## src/rtl/tank_ctrl_p.sv

```systemverilog
// Per-player tank controller: frame-tick movement with wall clamping,
// rate-limited fire pulse and the sprite hit test for the colour mapper.
module tank_ctrl_p #(
  parameter logic [9:0] X_START   = 10'd500,
  parameter logic [9:0] Y_START   = 10'd240,
  parameter logic [9:0] X_MAX     = 10'd639,
  parameter logic [9:0] Y_MAX     = 10'd479,
  parameter logic [9:0] STEP      = 10'd1,
  parameter logic [9:0] SIZE      = 10'd32,
  parameter logic [7:0] COOLDOWN  = 8'd30,
  parameter logic [7:0] KEY_UP    = 8'h1A,
  parameter logic [7:0] KEY_DOWN  = 8'h16,
  parameter logic [7:0] KEY_LEFT  = 8'h04,
  parameter logic [7:0] KEY_RIGHT = 8'h07,
  parameter logic [7:0] KEY_FIRE  = 8'h58
) (
  input  logic       Clk,
  input  logic       Reset,
  input  logic       frame_clk,
  input  logic [7:0] keycode,
  input  logic [9:0] DrawX,
  input  logic [9:0] DrawY,
  output logic       is_tank,
  output logic [9:0] tank_X,
  output logic [9:0] tank_Y,
  output logic [2:0] tank_dir,
  output logic       fire_pulse,
  output logic       fire_ready,
  output logic       moving
);

  typedef enum logic [1:0] {READY, COOL, REARM} fire_state_e;

  logic        fc_meta_q, fc_sync_q, fc_prev_q;
  logic        tick;
  logic [9:0]  x_q, x_d, y_q, y_d;
  logic [2:0]  dir_q, dir_d;
  logic        moving_q, moving_d;
  logic [10:0] x_far, y_far;
  logic [9:0]  x_lim, y_lim;
  logic        fire_key;

  fire_state_e state_q;
  logic [7:0]  cnt_q;
  logic        fire_pulse_q, fire_ready_q;

  // frame_clk is asynchronous to Clk; tick is the synchronised rising edge
  always_ff @(posedge Clk) begin
    if (Reset) begin
      fc_meta_q <= 1'b0;
      fc_sync_q <= 1'b0;
      fc_prev_q <= 1'b0;
    end else begin
      fc_meta_q <= frame_clk;
      fc_sync_q <= fc_meta_q;
      fc_prev_q <= fc_sync_q;
    end
  end

  assign tick     = fc_sync_q & ~fc_prev_q;
  assign fire_key = (keycode == KEY_FIRE);

  // Far edge after a step, in 11 bits so X_MAX/Y_MAX near 1023 cannot wrap
  assign x_far = {1'b0, x_q} + {1'b0, STEP} + {1'b0, SIZE} - 11'd1;
  assign y_far = {1'b0, y_q} + {1'b0, STEP} + {1'b0, SIZE} - 11'd1;
  assign x_lim = X_MAX - SIZE + 10'd1;
  assign y_lim = Y_MAX - SIZE + 10'd1;

  always_comb begin
    x_d      = x_q;
    y_d      = y_q;
    dir_d    = dir_q;
    moving_d = moving_q;
    if (tick) begin
      if (keycode == KEY_UP) begin
        y_d   = (y_q < STEP) ? 10'd0 : y_q - STEP;
        dir_d = 3'b001;
      end else if (keycode == KEY_DOWN) begin
        y_d   = (y_far > {1'b0, Y_MAX}) ? y_lim : y_q + STEP;
        dir_d = 3'b100;
      end else if (keycode == KEY_LEFT) begin
        x_d   = (x_q < STEP) ? 10'd0 : x_q - STEP;
        dir_d = 3'b011;
      end else if (keycode == KEY_RIGHT) begin
        x_d   = (x_far > {1'b0, X_MAX}) ? x_lim : x_q + STEP;
        dir_d = 3'b010;
      end
      moving_d = (x_d != x_q) || (y_d != y_q);
    end
  end

  always_ff @(posedge Clk) begin
    if (Reset) begin
      x_q      <= X_START;
      y_q      <= Y_START;
      dir_q    <= 3'b001;
      moving_q <= 1'b0;
    end else begin
      x_q      <= x_d;
      y_q      <= y_d;
      dir_q    <= dir_d;
      moving_q <= moving_d;
    end
  end

  // REARM forces a release between shots, so a held key never auto-repeats
  always_ff @(posedge Clk) begin
    if (Reset) begin
      state_q      <= READY;
      cnt_q        <= 8'd0;
      fire_pulse_q <= 1'b0;
      fire_ready_q <= 1'b1;
    end else begin
      fire_pulse_q <= 1'b0;
      if (tick) begin
        case (state_q)
          READY: if (fire_key) begin
            fire_pulse_q <= 1'b1;
            fire_ready_q <= 1'b0;
            cnt_q        <= COOLDOWN;
            state_q      <= COOL;
          end
          COOL: begin
            if (cnt_q <= 8'd1) begin
              cnt_q <= 8'd0;
              if (fire_key) begin
                state_q <= REARM;
              end else begin
                state_q      <= READY;
                fire_ready_q <= 1'b1;
              end
            end else begin
              cnt_q <= cnt_q - 8'd1;
            end
          end
          REARM: if (!fire_key) begin
            state_q      <= READY;
            fire_ready_q <= 1'b1;
          end
          default: begin
            state_q      <= READY;
            fire_ready_q <= 1'b1;
          end
        endcase
      end
    end
  end

  assign is_tank = ({1'b0, DrawX} >= {1'b0, x_q}) &&
                   ({1'b0, DrawX} <= {1'b0, x_q} + {1'b0, SIZE} - 11'd1) &&
                   ({1'b0, DrawY} >= {1'b0, y_q}) &&
                   ({1'b0, DrawY} <= {1'b0, y_q} + {1'b0, SIZE} - 11'd1);

  assign tank_X     = x_q;
  assign tank_Y     = y_q;
  assign tank_dir   = dir_q;
  assign moving     = moving_q;
  assign fire_pulse = fire_pulse_q;
  assign fire_ready = fire_ready_q;

endmodule
```

## config.mk

```make
export PLATFORM = sky130hd
export DESIGN_NAME = tank_ctrl_p
export DESIGN_NICKNAME = d
export VERILOG_FILES = /design/src/rtl/tank_ctrl_p.sv
export SDC_FILE = /design/constraint.sdc
export NUM_CORES = 1
export LEC_CHECK = 0
export CAP_MARGIN = 40
export CORE_AREA = 2 2 105 107
export CTS_BUF_LIST = sky130_fd_sc_hd__clkbuf_16
export DETAILED_ROUTE_END_ITERATION = 10
export DIE_AREA = 0 0 107 109
export GPL_TIMING_DRIVEN = 0
export PLACE_DENSITY = 0.66
export SETUP_SLACK_MARGIN = 0.4
export SLEW_MARGIN = 20
export SYNTH_ARGS = -nofsm -noshare
export SYNTH_HDL_FRONTEND = slang
export SYNTH_SLANG_ARGS = --single-unit
```

## constraint.sdc

```tcl
create_clock -name Clk -period 4.1 [get_ports Clk]
set_input_delay 0.82 -clock Clk [delete_from_list [all_inputs] [get_ports Clk]]
set_output_delay 0.82 -clock Clk [all_outputs]
set_load 0.03 [all_outputs]
```

==> Word-level counts from Yosys, hierarchy flattened <==
Index checks and enable logic that the tools add are counted.
{ "classes": {"n_addsub": 15, "order_cmp": 9, "eq_ne": 12, "n_mux": 29, "bitwise_logic": 4, "reduce_logical": 12} }
{ "ops": {"columns": ["op", "n"], "rows": [
  ["$mux 10", 12],
  ["$sub 11x1->11 const B", 4],
  ["$add 10x1->11 const B", 2],
  ["$add 10x6->11 const B", 2],
  ["$add 11x6->11 const B", 2],
  ["$le 10x11->1", 2],
  ["$add 10x1->10 const B", 2],
  ["$ge 10x10->1", 2],
  ["$lt 10x1->1 const B", 2],
  ["$ne 10x10->1", 2],
  ["$sub 10x1->10 const B", 2],
  ["$eq 8x3->1 const B", 2],
  ["$eq 8x5->1 const B", 2],
  ["$mux 8", 2],
  ["$pmux 8 s2", 1],
  ["$mux 3", 4],
  ["$gt 11x10->1 const B", 1],
  ["$gt 11x9->1 const B", 1],
  ["$eq 8x7->1 const B", 1],
  ["$le 8x1->1 const B", 1],
  ["$mux 2", 4],
  ["$sub 8x1->8 const B", 1],
  ["$ne 2x2->1 const B", 3],
  ["$pmux 2 s3", 1],
  ["15 further kinds", 23]
]} }
{ "word_totals": {"ff_bits": 39, "output_inout_bits": 27, "wordCells": 92} }

==> Longest topological paths before layout <==
{ "depth": {"ltp_word": 12, "depth_mapped": 13, "mapped_depth_nobuf": 12} }

==> Least setup slack after synthesis <==
No wires, ideal clock.
{ "synth_timing": {"path_type": "reg-to-output", "startpoint": "register x_q[1] (netlist: tank_X[1])", "endpoint": "output port is_tank", "arrival_ns": 3.613, "required_ns": 3.280, "slack_ns": -0.333, "path_stages_with_launch": 14, "path_cell_list": "dfxtp_1 > clkbuf_1 > inv_1 > ha_1 > or4b_1 > buf_2 > nand3_1 > xnor2_1 > ha_1 > a21o_1 > a21oi_1 > a221o_1 > a31oi_1 > nor4b_1"} }
{ "synth_between": {"elab_chain_len": 6, "elab_cells_between_ends": 7, "classes_between": "add/sub: 2; order compare: 2; reduce/logical: 3"} }
{ "synth_rtl": {"columns": ["item", "line", "text"], "rows": [
  ["from (decl)", "36", "logic [9:0] x_q, x_d, y_q, y_d;"],
  ["from (signal assigned)", "94", "x_q <= X_START;"],
  ["from (signal assigned)", "99", "x_q <= x_d;"],
  ["$add 10x6->11", "150", "({1'b0, DrawX} <= {1'b0, x_q} + {1'b0, SIZE} - 11'd1) &&"],
  ["$sub 11x1->11", "150", null],
  ["$le 10x11->1", "150", null],
  ["$logic_and 1x1->1 *", "149", "assign is_tank = ({1'b0, DrawX} >= {1'b0, x_q}) &&"],
  ["$logic_and 1x1->1 *", "150", null],
  ["$logic_and 1x1->1 *", "151", "({1'b0, DrawY} >= {1'b0, y_q}) &&"],
  ["to (decl)", "23", "output logic is_tank,"]
]} }
Mark *: on every way between the ends. The rest lies on a longest branch, timed or not.

==> Worst setup path after layout <==
{ "layout_timing": {"startpoint": "register y_q[1] (netlist: tank_Y[1])", "endpoint": "output port is_tank"} }
{ "layout_between": {"elab_chain_len": 4, "elab_cells_between_ends": 6, "classes_between": "add/sub: 2; order compare: 2; reduce/logical: 2"} }
{ "layout_rtl": {"columns": ["item", "line", "text"], "rows": [
  ["from (decl)", "36", null],
  ["from (signal assigned)", "100", "y_q <= y_d;"],
  ["$add 10x6->11", "152", "({1'b0, DrawY} <= {1'b0, y_q} + {1'b0, SIZE} - 11'd1);"],
  ["$sub 11x1->11", "152", null],
  ["$le 10x11->1", "152", null],
  ["$logic_and 1x1->1 *", "151", null]
]} }
Marks and branches as above.

==> summary by stage <==
Status
The run finished with clean final reports.

Route
In this run the remaining antenna-violating nets after routing total 0. Wires add up to 16,500 um. The iteration count of the initial detailed-routing pass is 6.

Dividing the detail-routed wire length by the instance count gives 19.6 um. The overall via count from detail_route is 5,328. For this run, design rule violations remaining after detail routing come to 0. In the routed layout, each cell is associated on average with a via count of 6.32. The number of DRC violations after detailed-routing iteration 0 is 517.

Die
The number of top-level pins is 58. The number of core rows is 38. The core box area is 0.0106 mm2. The die covers 0.0117 mm2. Measured along the y axis, the die boundary spans 109 um. For this configuration, the core starts out at a cell density of 0.437. Measured along the x axis, the die boundary spans 107 um.

Timing
Headroom to the max-slew limit came out at 0.473. The count of final setup violators is 0. The max-slew violation total from the final report is 0. The worst setup margin is 186 ps.

The upper clock frequency limit is 0.256 GHz. In the finished design, the share of the clock period the worst path needs comes to 0.955. The slew of the pin with the lowest slew margin is 786 ps. The worst clock skew is 9.88 ps. After layout, the minimum clock period comes to 3910 ps.

For the final routed database, the setup TNS stands at 0 ps. The hold violation count in the final report is 0. Setup repair after global routing could not meet its margin everywhere.

Worst setup path
By startpoint and endpoint, the worst setup path is classified as reg -> out. The required time of the worst setup path is 3280 ps. STA classifies the critical path startpoint as a flop. The startpoint of the worst setup timing path is tank_Y[1]$_SDFFE_PP0P_.

The maximum fanout along the worst path is 5. For the worst setup path, the data arrival time is 3090 ps. The startpoint identified for the worst register-to-register timing path is tank_Y[1]$_SDFFE_PP0P_. The kind of end point of the critical path is a primary output.

Synthesis
The number of storage elements in the synthesis netlist is 39. After synthesis, the share of flip-flops with an asynchronous set or reset is 0. The total of warnings raised by yosys is 0. The largest area contributor in the netlist is sky130_fd_sc_hd__dfxtp_1. Yosys mapped the design onto 71 distinct sky130hd cell types. Ranked by total cell area, the synthesized netlist is headed by sky130_fd_sc_hd__dfxtp_1 17%, sky130_fd_sc_hd__ha_1 15%, sky130_fd_sc_hd__a21oi_1 5.0%.

The most common flop cell mapped by yosys is sky130_fd_sc_hd__dfxtp_1. The cell count after synthesis is 623. The average cell area after synthesis is 7.44 um2. The top cell type's share of synthesized area is 0.168.

In this run, synthesis inferred 0 flip-flops with an integrated enable. The sequential cell area fraction in the yosys report is 0.168. The summed instance area of the synthesized netlist is 0.00463 mm2. The number of nets handed over by synthesis was 710.

Min path
The min-delay analysis places its worst path in the category reg -> reg. In this run the most critical hold path is launched from fc_meta_q$_SDFF_PP0_.

Clock network
Counting along the longest clock path gives a buffer depth of 2. Buffers inserted during clock tree synthesis total 5. The count of H-tree levels built during CTS is 2. The TritonCTS sink count is 39. The later pin in the worst-skew pair is clocked with a latency of 290 ps.

TritonCTS built the clock tree. Clock tree synthesis selected as its root buffer the cell sky130_fd_sc_hd__clkbuf_16. Clock-pin slew was measured on the worst setup and hold paths at 70 ps.

Cells and area
The post-layout utilization of the core is 0.561. The non-filler instance count after layout is 843. The net count of the finished layout is 789. Counting the fill cells in the layout gives 1,004.

The area growth from synthesis to layout is 28.4%. Of the cells placed in the final design, the portion with a size suffix greater than 1 is 0.147. The antenna diode count is 0.

Power and ir drop
The ratio of total power to cell area is 188 mW/mm2. Summed over all cells, the static leakage comes to 2.26 nW. Across the VDD grid, the largest voltage drop is 0.000140 V. The sum of internal, switching and leakage power is 0.00112 W.

Placed design
The global placer's final weighted congestion is 0.933. The wire-length estimate of the detail-placed layout is 12,300 um. Once placement completed, the tool counted placed cells totaling 819.

The worst setup slack before clock tree synthesis is -614 ps. The count of port buffers added during placement is 56.

Global route
The remaining global-route overflow is 0. The via count of the first global-routing pass came to 5,222. In the global route stage, overall resource usage came out at 0.287.

Entering global routing, the biggest net connects 15 pins. The global-route wire length before repair is 26,600 um. The initial antenna violation count is 0.

Job
Max-cap violations in this run came to 0.
## kinds of logic (layout without fill, tap and decap cells)
kind of cell    Yosys count  count (layout)  synth area share
fa+ha+maj                56              56             0.151
buf+inv                  71             151            0.0616
mux                       4               4           0.00864
compound gates          202             202             0.293
xor+xnor                 26              26            0.0491
simple gates            225             225             0.268
flops                    39              39             0.168
## repair_timing
action / in CTS / in global routing
endpoints found under the setup margin: 2 / 5
gates resized for setup: 55 / 22
pin swaps: 14 / 15
buffers inserted: 15 / 1
hold buffers: 0 / 0
## worst max-delay path: stages, from the launching register on
cell,delay [ps]
sky130_fd_sc_hd__dfxtp_2,320
sky130_fd_sc_hd__clkbuf_8,140
sky130_fd_sc_hd__or3_4,330
sky130_fd_sc_hd__buf_8,150
sky130_fd_sc_hd__nor3_4,300
sky130_fd_sc_hd__nor2_2,70
sky130_fd_sc_hd__xnor2_1,130
sky130_fd_sc_hd__ha_1,330
sky130_fd_sc_hd__buf_4,140
sky130_fd_sc_hd__o21a_1,110
sky130_fd_sc_hd__o32ai_2,130
sky130_fd_sc_hd__a31oi_1,90
sky130_fd_sc_hd__o41ai_2,110
sky130_fd_sc_hd__nor4b_4,270
sky130_fd_sc_hd__buf_6,160
## per-stage QoR
| stage | hold slack (ps) | instance area [um2] |
|---|---|---|
| after floorplan | 414 | 4660 |
| after global placement | 430 | 5400 |
| after detailed placement | 440 | 5400 |
| after CTS | 453 | 5870 |
| after global routing | 477 | 5950 |
| final | 453 | 5950 |
## Yosys cell counts (11+ instances only)
master / number
sky130_fd_sc_hd__nor4_1: 14
sky130_fd_sc_hd__clkbuf_1: 25
sky130_fd_sc_hd__nor3_1: 17
sky130_fd_sc_hd__ha_1: 56
sky130_fd_sc_hd__o21ai_0: 38
sky130_fd_sc_hd__nand2_1: 46
sky130_fd_sc_hd__dfxtp_1: 39
sky130_fd_sc_hd__nor2b_1: 12
sky130_fd_sc_hd__xnor2_1: 23
sky130_fd_sc_hd__nand3_1: 24
sky130_fd_sc_hd__inv_1: 34
sky130_fd_sc_hd__nand4_1: 15
sky130_fd_sc_hd__nor2_1: 48
sky130_fd_sc_hd__o21a_1: 19
sky130_fd_sc_hd__a21oi_1: 46
sky130_fd_sc_hd__a21o_1: 11
## metal layers
layer / wire (um) / track usage / up-vias
met1: 7450 / 0.396 / 2515
met5: 0 / 0 / -
met4: 456 / 0.0974 / 0
met3: 1330 / 0.0520 / 47
li1: - / - / 2498
met2: 7260 / 0.451 / 268
## registers in the layout, summed over array words and instances (netlist names)
| signal | cells |
|---|---|
| cnt_q | 8 |
| moving | 1 |
| state_q | 2 |
| fc_prev_q | 1 |
| fire_pulse | 1 |
| fc_meta_q | 1 |
| tank_dir | 3 |
| fire_ready | 1 |
| tank_Y | 10 |
| fc_sync_q | 1 |
| tank_X | 10 |
## cell usage in the layout (no fill, tap or decap), types with 13 or more instances in the layout
cell,count
sky130_fd_sc_hd__clkbuf_1,16
sky130_fd_sc_hd__nor3_1,13
sky130_fd_sc_hd__clkdlybuf4s50_1,50
sky130_fd_sc_hd__nand3_1,22
sky130_fd_sc_hd__o21a_1,19
sky130_fd_sc_hd__o21ai_0,35
sky130_fd_sc_hd__nand2_1,44
sky130_fd_sc_hd__xnor2_1,21
sky130_fd_sc_hd__nor2_1,44
sky130_fd_sc_hd__inv_1,31
sky130_fd_sc_hd__nand4_1,15
sky130_fd_sc_hd__dfxtp_1,35
sky130_fd_sc_hd__a21oi_1,45
sky130_fd_sc_hd__buf_4,16
sky130_fd_sc_hd__ha_1,54
## final timing paths
kind,to,slack [ps],cells after the start
setup / recovery,is_tank,190,14
hold / removal,fc_sync_q$_SDFF_PP0_,450,1
setup reg to reg,moving$_SDFFE_PP0P_,620,12
hold reg to reg,fc_sync_q$_SDFF_PP0_,450,1
## report_power, final
part           total (W)  internal [W]  switching (W)
clock network   0.000471      0.000290       0.000181
logic           0.000263      0.000116       0.000147
registers       0.000387      0.000383     0.00000426
total            0.00112      0.000789       0.000332
## final cells by class
class	count	area (um2)	share of cell area
Multi-Input combinational cell	513	3790	0.637
Buffer	35	198	0.0332
Inverter	36	143	0.0240
Sequential cell	39	788	0.132
Clock inverter	3	46.3	0.00778
Clock buffer	5	125	0.0210
Tap cell	140	175	0.0294
Timing Repair Buffer	72	687	0.115
Power figures use the tool's default switching activity.
